$ cat src/rtl/alu_mult_sequencer.sv
// Iterative signed WIDTH x WIDTH shift-and-add multiplier with its own sequencing FSM.
// Returns the low WIDTH bits of the product plus ZERO/OVERFLOW flags in ALU format.
module alu_mult_sequencer #(
    parameter int unsigned WIDTH = 8
) (
    input  logic             CLK,
    input  logic             RESET,
    input  logic             START,
    input  logic [WIDTH-1:0] DATA1,
    input  logic [WIDTH-1:0] DATA2,
    output logic             BUSY,
    output logic             DONE,
    output logic [WIDTH-1:0] RESULT,
    output logic             ZERO,
    output logic             OVERFLOW
);
    localparam int unsigned CW = $clog2(WIDTH);
    localparam int unsigned AW = 2 * WIDTH;

    typedef enum logic [1:0] {
        IDLE    = 2'd0,
        RUN     = 2'd1,
        DONE_ST = 2'd2
    } state_t;

    state_t            state;
    logic [CW-1:0]     count;
    logic [WIDTH-1:0]  mcand;
    logic [WIDTH-1:0]  mplier;
    logic [AW-1:0]     acc;
    logic              neg;

    logic [AW-1:0]     addend;
    logic [AW-1:0]     acc_sum;
    logic [AW-1:0]     prod;
    logic              last;
    logic              load;

    // Next accumulator value and the sign-corrected product it would complete to.
    always_comb begin
        addend  = '0;
        if (mplier[0]) begin
            addend = {{WIDTH{1'b0}}, mcand} << count;
        end
        acc_sum = acc + addend;
        prod    = neg ? -acc_sum : acc_sum;
        last    = (count == CW'(WIDTH - 1));
        load    = START && ((state == IDLE) || (state == DONE_ST));
    end

    // Sequencer: operands are captured as magnitudes; sign is reapplied at completion.
    always_ff @(posedge CLK or negedge RESET) begin
        if (!RESET) begin
            state    <= IDLE;
            count    <= '0;
            mcand    <= '0;
            mplier   <= '0;
            acc      <= '0;
            neg      <= 1'b0;
            BUSY     <= 1'b0;
            DONE     <= 1'b0;
            RESULT   <= '0;
            ZERO     <= 1'b0;
            OVERFLOW <= 1'b0;
        end else begin
            DONE <= 1'b0;
            case (state)
                IDLE, DONE_ST: begin
                    if (load) begin
                        mcand  <= DATA1[WIDTH-1] ? -DATA1 : DATA1;
                        mplier <= DATA2[WIDTH-1] ? -DATA2 : DATA2;
                        neg    <= DATA1[WIDTH-1] ^ DATA2[WIDTH-1];
                        acc    <= '0;
                        count  <= '0;
                        BUSY   <= 1'b1;
                        state  <= RUN;
                    end else begin
                        state <= IDLE;
                    end
                end
                RUN: begin
                    acc    <= acc_sum;
                    mplier <= mplier >> 1;
                    count  <= count + CW'(1);
                    if (last) begin
                        state    <= DONE_ST;
                        BUSY     <= 1'b0;
                        DONE     <= 1'b1;
                        RESULT   <= prod[WIDTH-1:0];
                        ZERO     <= ~(|prod[WIDTH-1:0]);
                        OVERFLOW <= ~((&prod[AW-1:WIDTH-1]) | ~(|prod[AW-1:WIDTH-1]));
                    end
                end
                default: state <= IDLE;
            endcase
        end
    end

endmodule

$ cat config.mk
export PLATFORM = sky130hd
export DESIGN_NAME = alu_mult_sequencer
export DESIGN_NICKNAME = d
export VERILOG_FILES = /design/src/rtl/alu_mult_sequencer.sv
export SDC_FILE = /design/constraint.sdc
export NUM_CORES = 1
export LEC_CHECK = 0
export ABC_AREA = 0
export BUFFER_PORTS_ARGS = -buffer_cell sky130_fd_sc_hd__buf_2
export CORE_MARGIN = 4
export CORE_UTILIZATION = 55
export CTS_BUF_LIST = sky130_fd_sc_hd__clkbuf_16
export DETAILED_ROUTE_END_ITERATION = 7
export MAX_ROUTING_LAYER = met4
export PLACE_DENSITY = 0.84
export RECOVER_POWER = 100
export SETUP_SLACK_MARGIN = 0.3
export SKIP_LAST_GASP = 1
export SLEW_MARGIN = 10
export SYNTH_ARGS = -nofsm -noshare
export SYNTH_HDL_FRONTEND = slang
export SYNTH_SLANG_ARGS = --single-unit
$ cat constraint.sdc
create_clock -name CLK -period 4.5 [get_ports CLK]
set_clock_uncertainty 0.2 [all_clocks]
set_input_delay 0 -clock CLK [delete_from_list [all_inputs] [get_ports CLK]]
set_output_delay 0 -clock CLK [all_outputs]
set_load 0.05 [all_outputs]
Word-level counts from Yosys, hierarchy flattened
Index checks and enable logic that the tools add are counted.
Operators by class
  add/subtract/negate cells: 5
  equal/unequal tests: 5
  shift operators: 1
  muxes and demuxes: 18
  bitwise operators: 5
  reduce and logical (&&, ||, !) cells: 12
Operators by type and width (count)
  16-bit two-way mux: 3
  16-bit one-hot mux with 2 select lines: 1
  8-bit two-way mux: 3
  16-bit adder: 1
  16-bit negator: 1
  8-bit negator: 2
  8-bit one-hot mux with 2 select lines: 1
  8-bit by 3-bit left shift with 16-bit output: 1
  9-bit AND reduction: 1
  9-bit OR reduction: 1
  8-bit OR reduction: 1
  3-bit one-hot mux with 2 select lines: 1
  2-bit AND reduction: 3
  1-bit two-way mux: 5
  2-bit != test (second input constant): 2
  2-bit one-hot mux with 2 select lines: 1
  3-bit by 1-bit adder with 3-bit output (second input constant): 1
  3-bit equality test (second input constant): 1
  3-bit two-way mux: 1
  1-bit inverter: 3
  3-bit AND reduction: 1
  2-bit by 1-bit equality test with 1-bit output (second input constant): 1
  2-bit equality test (second input constant): 1
  2-bit zero test: 1
  other kinds (8): 8
Storage, ports and cells
  register bits after elaboration: 50
  input port bits: 19
  output and inout port bits: 12
  logic and storage cells: 57

Depth between registers and ports, before layout
Gate-level depths: netlist of run 1.
  depth after elaboration: 9
  depth in mapped cells: 19
  depth with buffers taken out: 16

Worst setup path after synthesis of run 1
OpenSTA, ideal clock, no wires.
  path type: reg2reg
  start point: register count[1]
  end point: register OVERFLOW
  setup time: 0.137 ns
  data arrival time: 3.942 ns
  required time: 4.163 ns
  path slack: 0.221 ns
  stages on the path, launching flop included: 19
  path buffers: 3
  period minus slack after synthesis: 4.279 ns
  path through: dfrtp_1 > clkbuf_1 > clkbuf_1 > mux2i_1 > nand2_1 > o21ai_0 > nor2_1 > o21a_1 > ha_1 > buf_2 > a21o_1 > o211a_1 > and2_1 > a221oi_2 > a21oi_1 > a41oi_1 > xor3_1 > nor4b_1 > a211oi_2
Between the ends
  word-level cells in the longest chain between the ends: 9
Ends and longest elaborated chain
  start: declaration: line 27  | logic [CW-1:0] count;
  start signal: assignment: line 84  | count <= count + CW'(1);
  8-bit by 3-bit left shift with 16-bit output: line 43  | addend = {{WIDTH{1'b0}}, mcand} << count;
  16-bit two-way mux: line 42  | if (mplier[0]) begin
  16-bit adder: line 45  | acc_sum = acc + addend;
  16-bit negator: line 46  | prod = neg ? -acc_sum : acc_sum;
  16-bit two-way mux: line 46
  9-bit OR reduction: line 91  | OVERFLOW <= ~((&prod[AW-1:WIDTH-1]) | ~(|prod[AW-1:WIDTH-1]));
  1-bit inverter: line 91
  1-bit bitwise OR: line 91
  1-bit inverter: line 91
  end signal: assignment: line 91
  end: declaration: line 15  | output logic OVERFLOW
Several ways; a longest one is shown, not always the timed one.
A chain may end at the register's enable or synchronous reset.

Final worst setup path of run 1
Same ends and word-level chain as after synthesis.

==> impl_metrics.yaml, run 1 <==
floorplanning:
  die_area_sq_um: 8472
  start_util: 0.5687
  die_x_um: 92.05
  die_h_um: 92.05
  ioPinCount: 31
  rows: 30
  core_sq_um: 6832
run:
  drv_cap: 1
global_routing:
  grt_pass1_vias: 3509
  grt_max_degree: 51
  grt-ovfl-total: 0
  grt_pass1_wl_um: 16540
  grtUsageTotal: 0.2463
  antenna_found_initial: 0
clocking:
  h-tree-depth: 2
  cts_sinks: 50
  root_buffer: "clkbuf_16"
  cts_buffers: 5
  path_clk_slew_ns: 0.07
  clk_latency_ns: 0.30
  clk_path_buf_depth: 2
  cts_tree: "done"
critical_path:
  worst_path_dominant_cell_family: "compound AO/OA/AOI/OAI gates"
  crit_type: "reg2reg"
  r2r_cells: 15
  slowest_delay_ns: 0.60
  worstPathMaxFanout: 8
  crit_path_end_kind: "register"
  start_kind: "register"
  path_depth: 15
  cp_cell_sequence: "buf_4 -> mux2i_2 -> nand2_1 -> o21ai_1 -> o21ai_0 -> and2_1 -> ha_4 -> or2_2 -> a211oi_2 -> o221ai_4 -> or4_4 -> nor4_2 -> o21ai_1 -> a2111oi_4 -> a211oi_2"
  crit_arrival_ns: 4.33
  critPathBufInv: 1
  critPathRequiredTime_ns: 4.48
  critPathSlowestCell: "or4_4"
cells_and_area:
  stdcell_area_sq_um: 4933
  diodes: 0
  multi_input_area_sq_um: 2728
  area_growth_pct: 26.99
  layout_common_cells: "nand2_1, dfrtp_1, o21ai_0, nor2_1, buf_4"
  finish.utilization: 0.7222
  final_nets: 562
  regArea_sq_um: 1252
  fillers: 476
  drive_above_1_share: 0.2218
  layout_commonest_cell: "nand2_1"
route:
  first_pass_iters: 7
  totalWireLength_um: 11440
  drt_iter0_markers: 377
  ant_nets: 0
  drc_errors: 0
  wl_per_cell_um: 18.48
  vias: 3884
  viasPerCell: 6.275
placement:
  placed_area_sq_um: 4167
  pre_cts_slack_ns: 0.04021
  gp_congestion: 0.9544
  dp_hpwl_um: 6702
  port-buffer-count: 30
sta:
  rsz0062_at_grt: "yes"
  fin_crit_ns: 4.347
  relSlewSlack: -0.8508
  fmax_mhz: 230.1
  finalHoldViolCount: 0
  fin_crit_sh: 0.9659
  worstMarginPinSlew_ns: 2.776
  final.setup.worst_slack_ns: 0.1534
  holdWs_ns: 0.05162
  drv_slew: 51
  setup_violations: 0
power:
  p_leak_nw: 2.171
  p_sw_mw: 2.077
  power.total_mw: 4.186
  share_seq_of_total_power: 0.195
  power.internal_mw: 2.109
  combPwrFrac: 0.700
  max-vdd-ir-drop_uv: 645.4
  pwr-share-clk: 0.106
  powerDensity_nw_per_um2: 848.4
  swShare: 0.4962
yosys:
  synth_seq_area_share: 0.3221
  async_reset_ff_frac: 1.000
  synthesis.area_sq_um: 3885
  yosys_warnings: 0
  synth_fp_nets: 489
  synth_edf_count: 0
  synth_ff_type: "dfrtp_1"
  syn_avg_cell_area_sq_um: 8.653
  netlist_instances: 449
  synth_cell_types: 68
  ys_ff_latch: 50
status:
  violations: "max-capacitance violations, max-slew violations"
  status: "finished, violations left"
min_path:
  min_path_type: "in2reg"
  min_path_cells: 4
cells by family (layout without fill, tap and decap cells):
| logic type | Yosys count | count (layout) | share of synthesized area |
|---|---|---|---|
| AND/OR/NAND/NOR | 154 | 154 | 0.1929 |
| AO/OA/AOI/OAI | 141 | 141 | 0.2657 |
| flip-flops | 50 | 50 | 0.3221 |
| buffers and inverters | 37 | 111 | 0.03671 |
| XOR/XNOR | 33 | 33 | 0.07826 |
| adder cells (fa/ha/maj) | 21 | 21 | 0.06957 |
| multiplexers | 13 | 13 | 0.03478 |
metrics by stage:
step                setup TNS [ns]  std cells
finish                           0        619
global route              -0.03945        619
CTS                              0        603
detailed placement               0        566
global placement                 0        566
floorplan                        0        449
power by group through the flow:
stage	logic, mW	clock network (mW)	registers, mW
6_report	2.93	0.442	0.814
5_1_grt	3.13	0.460	0.835
4_1_cts	2.45	0.436	0.788
3_5_place_dp	2.28	0	0.794
3_3_place_gp	2.22	0	0.787
2_1_floorplan	1.65	0	0.898
worst register-to-register path: stages (launching register included):
cell and delay, ns:
dfrtp_1 0.48, buf_4 0.17, mux2i_2 0.23, nand2_1 0.09
o21ai_1 0.12, o21ai_0 0.12, and2_1 0.21, ha_4 0.28
or2_2 0.32, a211oi_2 0.40, o221ai_4 0.20, or4_4 0.60
nor4_2 0.16, o21ai_1 0.15, a2111oi_4 0.39, a211oi_2 0.11
final cells by class:
| type | instances | share of cell area |
|---|---|---|
| repair buffers | 88 | 0.1238 |
| multi-input cells | 362 | 0.5529 |
| clock buffers | 5 | 0.02536 |
| flip-flops and latches | 50 | 0.2539 |
| inverters | 15 | 0.01141 |
| well taps | 96 | 0.02435 |
| clock inverters | 3 | 0.008369 |
synthesized netlist by cell type (9+ instances only):
library cell / number / share of area
nor2_1: 38 / 0.037
xor2_1: 18 / 0.041
a21oi_1: 16 / 0.021
ha_1: 20 / 0.064
nor2b_1: 9 / 0.014
inv_1: 15 / 0.014
mux2i_1: 9 / 0.023
clkbuf_1: 19 / 0.018
nand2_1: 55 / 0.053
dfrtp_1: 50 / 0.32
a22o_1: 12 / 0.027
o21ai_0: 42 / 0.054
xnor2_1: 14 / 0.032
routing by layer:
| layer | up-vias | GRT usage | wire [um] |
|---|---|---|---|
| met5 | - | - | 0 |
| met1 | 1868 | 0.3077 | 4631 |
| met3 | 49 | 0.04020 | 688 |
| met4 | 0 | 0.07426 | 430 |
| li1 | 1789 | - | - |
| met2 | 178 | 0.4118 | 5690 |
registers in the layout, summed over array words and instances (netlist names), 2 cells and up:
signal / cells
acc: 16
count: 3
mplier: 8
RESULT: 8
mcand: 8
state: 2
repair_timing:
action / 4_1_cts / 5_1_grt
endpoints found under the hold margin: 66 / 0
hold buffers: 24 / 0
cloned: 0 / 0
gates resized for setup: 14 / 38
pin swaps: 2 / 22
endpoints found under the setup margin: 1 / 1
setup buffers: 5 / 16
final timing paths:
check                           startpoint         to  slack [ns]
worst min-delay path              DATA2[7]  mplier[2]        0.05
worst min register to register   RESULT[5]  RESULT[5]        0.28
min in group asynchronous            RESET    acc[15]        1.00
worst max register to register    count[1]   OVERFLOW        0.15
worst max-delay path              count[1]   OVERFLOW        0.15
max in group asynchronous            RESET   count[0]        1.31
Power figures use the tool's default switching activity.
==> inputs of run 2 (changes only) <==
--- a/config.mk
+++ b/config.mk
@@ -6,15 +6,16 @@
 export NUM_CORES = 1
 export LEC_CHECK = 0
 export ABC_AREA = 0
-export BUFFER_PORTS_ARGS = -buffer_cell sky130_fd_sc_hd__buf_2
 export CORE_MARGIN = 4
-export CORE_UTILIZATION = 55
+export CORE_UTILIZATION = 65
 export CTS_BUF_LIST = sky130_fd_sc_hd__clkbuf_16
 export DETAILED_ROUTE_END_ITERATION = 7
+export DONT_BUFFER_PORTS = 1
 export MAX_ROUTING_LAYER = met4
-export PLACE_DENSITY = 0.84
+export PLACE_DENSITY = 0.88
 export RECOVER_POWER = 100
 export SETUP_SLACK_MARGIN = 0.3
+export SKIP_CTS_REPAIR_TIMING = 1
 export SKIP_LAST_GASP = 1
 export SLEW_MARGIN = 10
 export SYNTH_ARGS = -nofsm -noshare
==> constraint.sdc (replaced) <==
create_clock -name CLK -period 4.2 [get_ports CLK]
set_clock_uncertainty 0.2 [all_clocks]
set_input_delay 0 -clock CLK [delete_from_list [all_inputs] [get_ports CLK]]
set_output_delay 0 -clock CLK [all_outputs]
set_load 0.05 [all_outputs]
==> run 2 against run 1 <==
Against the previous run: the flow finishes with violations (max-capacitance violations, max-slew violations, negative setup slack); first-iteration DRC count grew 75%; fmax down 1.8%; flip-flop and latch count did not move; utilization is 14 points higher; die area fell by 14%; setup slack worse by 0.38 ns; cell area is 0.84% lower; sequential share of layout area rose by 0.24 points; critical path depth rose by 1; critical endpoint unchanged; largest power group unchanged.
==> impl_metrics.yaml, run 2 (same netlist as run 1, synthesis figures left out) <==
sta:
  worstMarginPinSlew_ns: 2.690
  fin_crit_sh: 1.053
  fin_crit_ns: 4.424
  relSlewSlack: -0.7936
  holdWs_ns: 0.02088
  final.setup.worst_slack_ns: -0.2241
  finalHoldViolCount: 0
  drv_slew: 51
  fmax_mhz: 226.0
  setup_violations: 1
  rsz0062_at_grt: "yes"
global_routing:
  grt-ovfl-total: 0
  grt_pass1_vias: 3517
  grt_pass1_wl_um: 16300
  grt_max_degree: 51
  antenna_found_initial: 0
  grtUsageTotal: 0.2819
floorplanning:
  die_x_um: 85.31
  die_area_sq_um: 7278
  ioPinCount: 31
  die_h_um: 85.31
  rows: 27
  start_util: 0.6886
  core_sq_um: 5642
run:
  drv_cap: 1
power:
  swShare: 0.5268
  share_seq_of_total_power: 0.228
  combPwrFrac: 0.669
  p_sw_mw: 2.473
  max-vdd-ir-drop_uv: 744.2
  p_leak_nw: 2.154
  pwr-share-clk: 0.103
  power.internal_mw: 2.221
  powerDensity_nw_per_um2: 959.5
critical_path:
  cp_common_cell: "buf_4"
  critPathSlowestCell: "o211ai_1"
  cp_cell_sequence: "buf_2 -> mux2i_2 -> mux2_2 -> nor2_1 -> ha_1 -> o211ai_1 -> o21ai_2 -> buf_4 -> buf_4 -> xor2_4 -> o31ai_2 -> xor2_1 -> nand4_1 -> or3_4 -> a2111oi_4 -> a211oi_2"
  worst_path_dominant_cell_family: "compound AO/OA/AOI/OAI gates"
  r2r_end: "OVERFLOW"
  start_kind: "register"
  critPathBufInv: 3
  crit_path_end_kind: "register"
  slowest_delay_ns: 0.46
  r2r_slack_ns: -0.22
  crit_type: "reg2reg"
  crit_arrival_ns: 4.39
  r2r-start: "count[1]"
  r2r_cells: 16
  critPathRequiredTime_ns: 4.17
  worstPathMaxFanout: 6
route:
  viasPerCell: 7.395
  drt_iter0_markers: 659
  ant_nets: 0
  wl_per_cell_um: 23.58
  first_pass_iters: 6
  drc_errors: 0
  vias: 4208
  totalWireLength_um: 13420
clocking:
  h-tree-depth: 2
  cts_tree: "done"
  clk_latency_ns: 0.30
  cts_sinks: 50
  clk_path_buf_depth: 2
  root_buffer: "clkbuf_16"
  path_clk_slew_ns: 0.08
  cts_buffers: 5
cells_and_area:
  diodes: 0
  stdcell_area_sq_um: 4892
  drive_above_1_share: 0.2012
  fillers: 258
  largest_register_ff_count: 16
  final_nets: 536
  top_register: "acc"
  layout_common_cells: "nand2_1, dfrtp_1, nor2_1, o21ai_0, buf_4"
  layout_commonest_cell: "nand2_1"
  area_growth_pct: 25.93
  final_cells: 569
placement:
  port-buffer-count: 0
  placed_area_sq_um: 4140
  dp_hpwl_um: 6939
  placed_cells: 516
  gp_congestion: 0.9802
min_path:
  min_path_cells: 4
  whs_endpoint: "mcand[3]"
  min_path_type: "in2reg"
  min-delay-start: "DATA1[2]"
status:
  status: "finished, violations left"
  violations: "max-capacitance violations, max-slew violations, negative setup slack"
[run 2: cell type report]
cell class	count	area, sq um	share of cell area
clock inverters	3	47.55	0.009719
inverters	15	56.30	0.01151
clock buffers	5	125.1	0.02558
flip-flops and latches	50	1254	0.2563
well taps	72	90.09	0.01841
repair buffers	62	528.0	0.1079
multi-input cells	362	2791	0.5706
[run 2: stage by stage]
stage	setup TNS [ns]	setup WS, ns	utilization	total power [mW]
after floorplan	0	0.3029	-	2.902
after global placement	0	0.09525	0.7339	3.351
after detailed placement	-0.06951	-0.06951	0.7339	3.441
after CTS	-0.1032	-0.1032	0.7645	3.957
after global routing	-0.3378	-0.3378	0.8672	4.900
final	-0.2241	-0.2241	0.8672	4.694
[run 2: worst max-delay path by stage]
stage	from	to	slack (ns)	cells past startpoint
2_1_floorplan	count[0]	OVERFLOW	0.30	14
3_3_place_gp	count[1]	OVERFLOW	0.1	13
3_5_place_dp	count[1]	OVERFLOW	-0.07	14
4_1_cts	count[1]	OVERFLOW	-0.10	13
5_1_grt	count[1]	OVERFLOW	-0.34	18
6_report	count[1]	OVERFLOW	-0.22	16
[run 2: power by group through the flow]
stage | clock network, mW | registers (mW) | logic (mW)
detailed placement | 0 | 1.05 | 2.39
finish | 0.483 | 1.07 | 3.14
floorplan | 0 | 0.968 | 1.93
global route | 0.507 | 1.09 | 3.30
CTS | 0.478 | 1.04 | 2.44
global placement | 0 | 1.04 | 2.31
[run 2: tightest hold or removal path: cells and delay by family]
family / cells / cell delay, ns
XOR/XNOR: 1 / 0.13
AO/OA/AOI/OAI: 1 / 0.11
AND/OR/NAND/NOR: 2 / 0.23
[run 2: routing by layer]
| layer | up-vias | global-route usage | share of wire |
|---|---|---|---|
| met4 | 0 | 0.08777 | 0.047 |
| met3 | 89 | 0.06408 | 0.11 |
| met5 | - | - | 0 |
| li1 | 1735 | - | - |
| met1 | 1999 | 0.3562 | 0.37 |
| met2 | 385 | 0.4499 | 0.47 |
==> inputs of run 3 (changes only) <==
--- a/config.mk
+++ b/config.mk
@@ -5,8 +5,7 @@
 export SDC_FILE = /design/constraint.sdc
 export NUM_CORES = 1
 export LEC_CHECK = 0
-export ABC_AREA = 0
-export CORE_MARGIN = 4
+export CORE_MARGIN = 2
 export CORE_UTILIZATION = 65
 export CTS_BUF_LIST = sky130_fd_sc_hd__clkbuf_16
 export DETAILED_ROUTE_END_ITERATION = 7
==> constraint.sdc (replaced) <==
create_clock -name CLK -period 5.45 [get_ports CLK]
set_clock_uncertainty 0.2 [all_clocks]
set_input_delay 0 -clock CLK [delete_from_list [all_inputs] [get_ports CLK]]
set_output_delay 0 -clock CLK [all_outputs]
set_load 0.05 [all_outputs]
==> run 3 against run 2 <==
Against the previous run: the flow finishes with violations (negative hold slack, max-capacitance violations, max-slew violations); utilization fell by 13 points; largest power group unchanged; register-to-register slack gained 0.74 ns; largest cell class unchanged; flip-flop and latch count is the same.
==> impl_metrics.yaml, run 3 (same netlist as run 1, synthesis figures left out) <==
clocking:
  cts_buffers: 5
  cts_sinks: 50
  root_buffer: "clkbuf_16"
  clk_latency_ns: 0.29
  h-tree-depth: 2
  cts_tree: "done"
  clk_path_buf_depth: 2
  path_clk_slew_ns: 0.07
power:
  max-vdd-ir-drop_uv: 448.2
  p_leak_nw: 1.936
  powerDensity_nw_per_um2: 669.2
  power.total_mw: 2.891
floorplanning:
  core_sq_um: 5851
  die_x_um: 81.31
  ioPinCount: 31
  die_area_sq_um: 6611
  die_h_um: 81.31
  rows: 28
  start_util: 0.6640
critical_path:
  crit_type: "reg2reg"
  start_kind: "register"
  critPathSlowestCell: "dfrtp_1"
  cp_common_cell: "a21oi_1"
  crit_arrival_ns: 4.90
  worstPathMaxFanout: 15
  critPathRequiredTime_ns: 5.42
  cp_cell_sequence: "mux2_2 -> o21ai_0 -> nor2_1 -> o21a_1 -> ha_1 -> a21oi_1 -> o211ai_1 -> and2_1 -> a221oi_2 -> a21oi_1 -> a41oi_1 -> xor3_1 -> nor4b_1 -> a211oi_2"
  crit_path_end_kind: "register"
  slowest_delay_ns: 0.69
min_path:
  min_path_type: "in2reg"
route:
  drt_iter0_markers: 331
  wl_per_cell_um: 19.49
  totalWireLength_um: 10530
  viasPerCell: 6.691
  ant_nets: 0
  first_pass_iters: 5
  drc_errors: 0
  vias: 3613
sta:
  holdWs_ns: -0.03975
  drv_slew: 51
  worstMarginPinSlew_ns: 2.747
  rsz0062_at_grt: "no"
  finalHoldViolCount: 2
  setup_tns_ns: 0
  final.setup.worst_slack_ns: 0.5151
  setup_violations: 0
  fin_crit_sh: 0.9055
  fmax_mhz: 202.6
  relSlewSlack: -0.8315
  fin_crit_ns: 4.935
placement:
  port-buffer-count: 0
  pre_cts_slack_ns: 0.8007
  gp_congestion: 0.9422
  placed_cells: 504
  dp_hpwl_um: 6544
global_routing:
  grt_max_degree: 51
  grt_pass1_vias: 3297
  grt-ovfl-total: 0
  grtUsageTotal: 0.3045
  antenna_found_initial: 0
  grt_pass1_wl_um: 15080
cells_and_area:
  drive_above_1_share: 0.06237
  layout_commonest_cell: "nand2_1"
  layout_common_cells: "nand2_1, dfrtp_1, o21ai_0, nor2_1, dlygate4sd3_1"
  top_register: "acc"
  area_growth_pct: 11.21
  final_nets: 504
  diodes: 0
  final_cells: 540
  fillers: 379
  largest_register_ff_count: 16
run:
  drv_cap: 1
status:
  status: "finished, violations left"
  violations: "negative hold slack, max-capacitance violations, max-slew violations"
==> run 3: cell count changes in the layout (fill, tap and decap cells not counted), moves of 3 or more <==
cell	previous run	this run
a21oi_1	13	17
ha_2	3	0
a21oi_2	6	3
o21ai_0	37	42
buf_4	30	0
o21ai_1	5	2
ha_4	3	0
xnor2_1	11	14
ha_1	14	20
==> run 3: metrics by stage <==
step,hold slack [ns],area (sq um),util
after floorplan,-0.4956,3885,-
after global placement,-0.4945,3908,0.6679
after detailed placement,-0.4942,3908,0.6679
after CTS,-0.8047,4074,0.6963
after global routing,0.003695,4320,0.7385
final,-0.03975,4320,0.7385
==> run 3: layout make-up <==
| cell class | instances | area [sq um] | share of cell area |
|---|---|---|---|
| clock buffers | 5 | 125.1 | 0.02896 |
| clock inverters | 3 | 41.29 | 0.009557 |
| inverters | 15 | 56.30 | 0.01303 |
| multi-input cells | 362 | 2471 | 0.5720 |
| flip-flops and latches | 50 | 1251 | 0.2896 |
| well taps | 75 | 93.84 | 0.02172 |
| repair buffers | 30 | 281.5 | 0.06516 |
==> run 3: report_power, final <==
group / switching [mW] / internal [mW]
combinational: 1.05 / 0.646
sequential: 0.312 / 0.522
clock: 0.147 / 0.215
==> run 3: worst paths after layout <==
path	to	startpoint	depth (start not counted)	slack, ns
worst min register to register	acc[13]	acc[13]	2	0.31
worst max register to register	OVERFLOW	count[1]	14	0.52
min in group asynchronous	acc[13]	RESET	2	0.93
worst max-delay path	OVERFLOW	count[1]	14	0.52
max in group asynchronous	mcand[2]	RESET	2	2.55
worst min-delay path	BUSY	START	3	-0.04
==> run 3: worst max-delay path: cells and delay by family (launching register included) <==
kind	cells	cell delay [ns]
mux	1	0.41
simple gates	3	0.71
xor+xnor	1	0.28
flops	1	0.69
fa+ha+maj	1	0.41
compound gates	8	2.08
==> run 3: metal layers <==
metal,track usage,vias up,share of wire
li1,-,1672,-
met1,0.3773,1728,0.41
met2,0.4885,175,0.50
met3,0.05333,38,0.055
met4,0.1339,0,0.035
met5,-,-,0
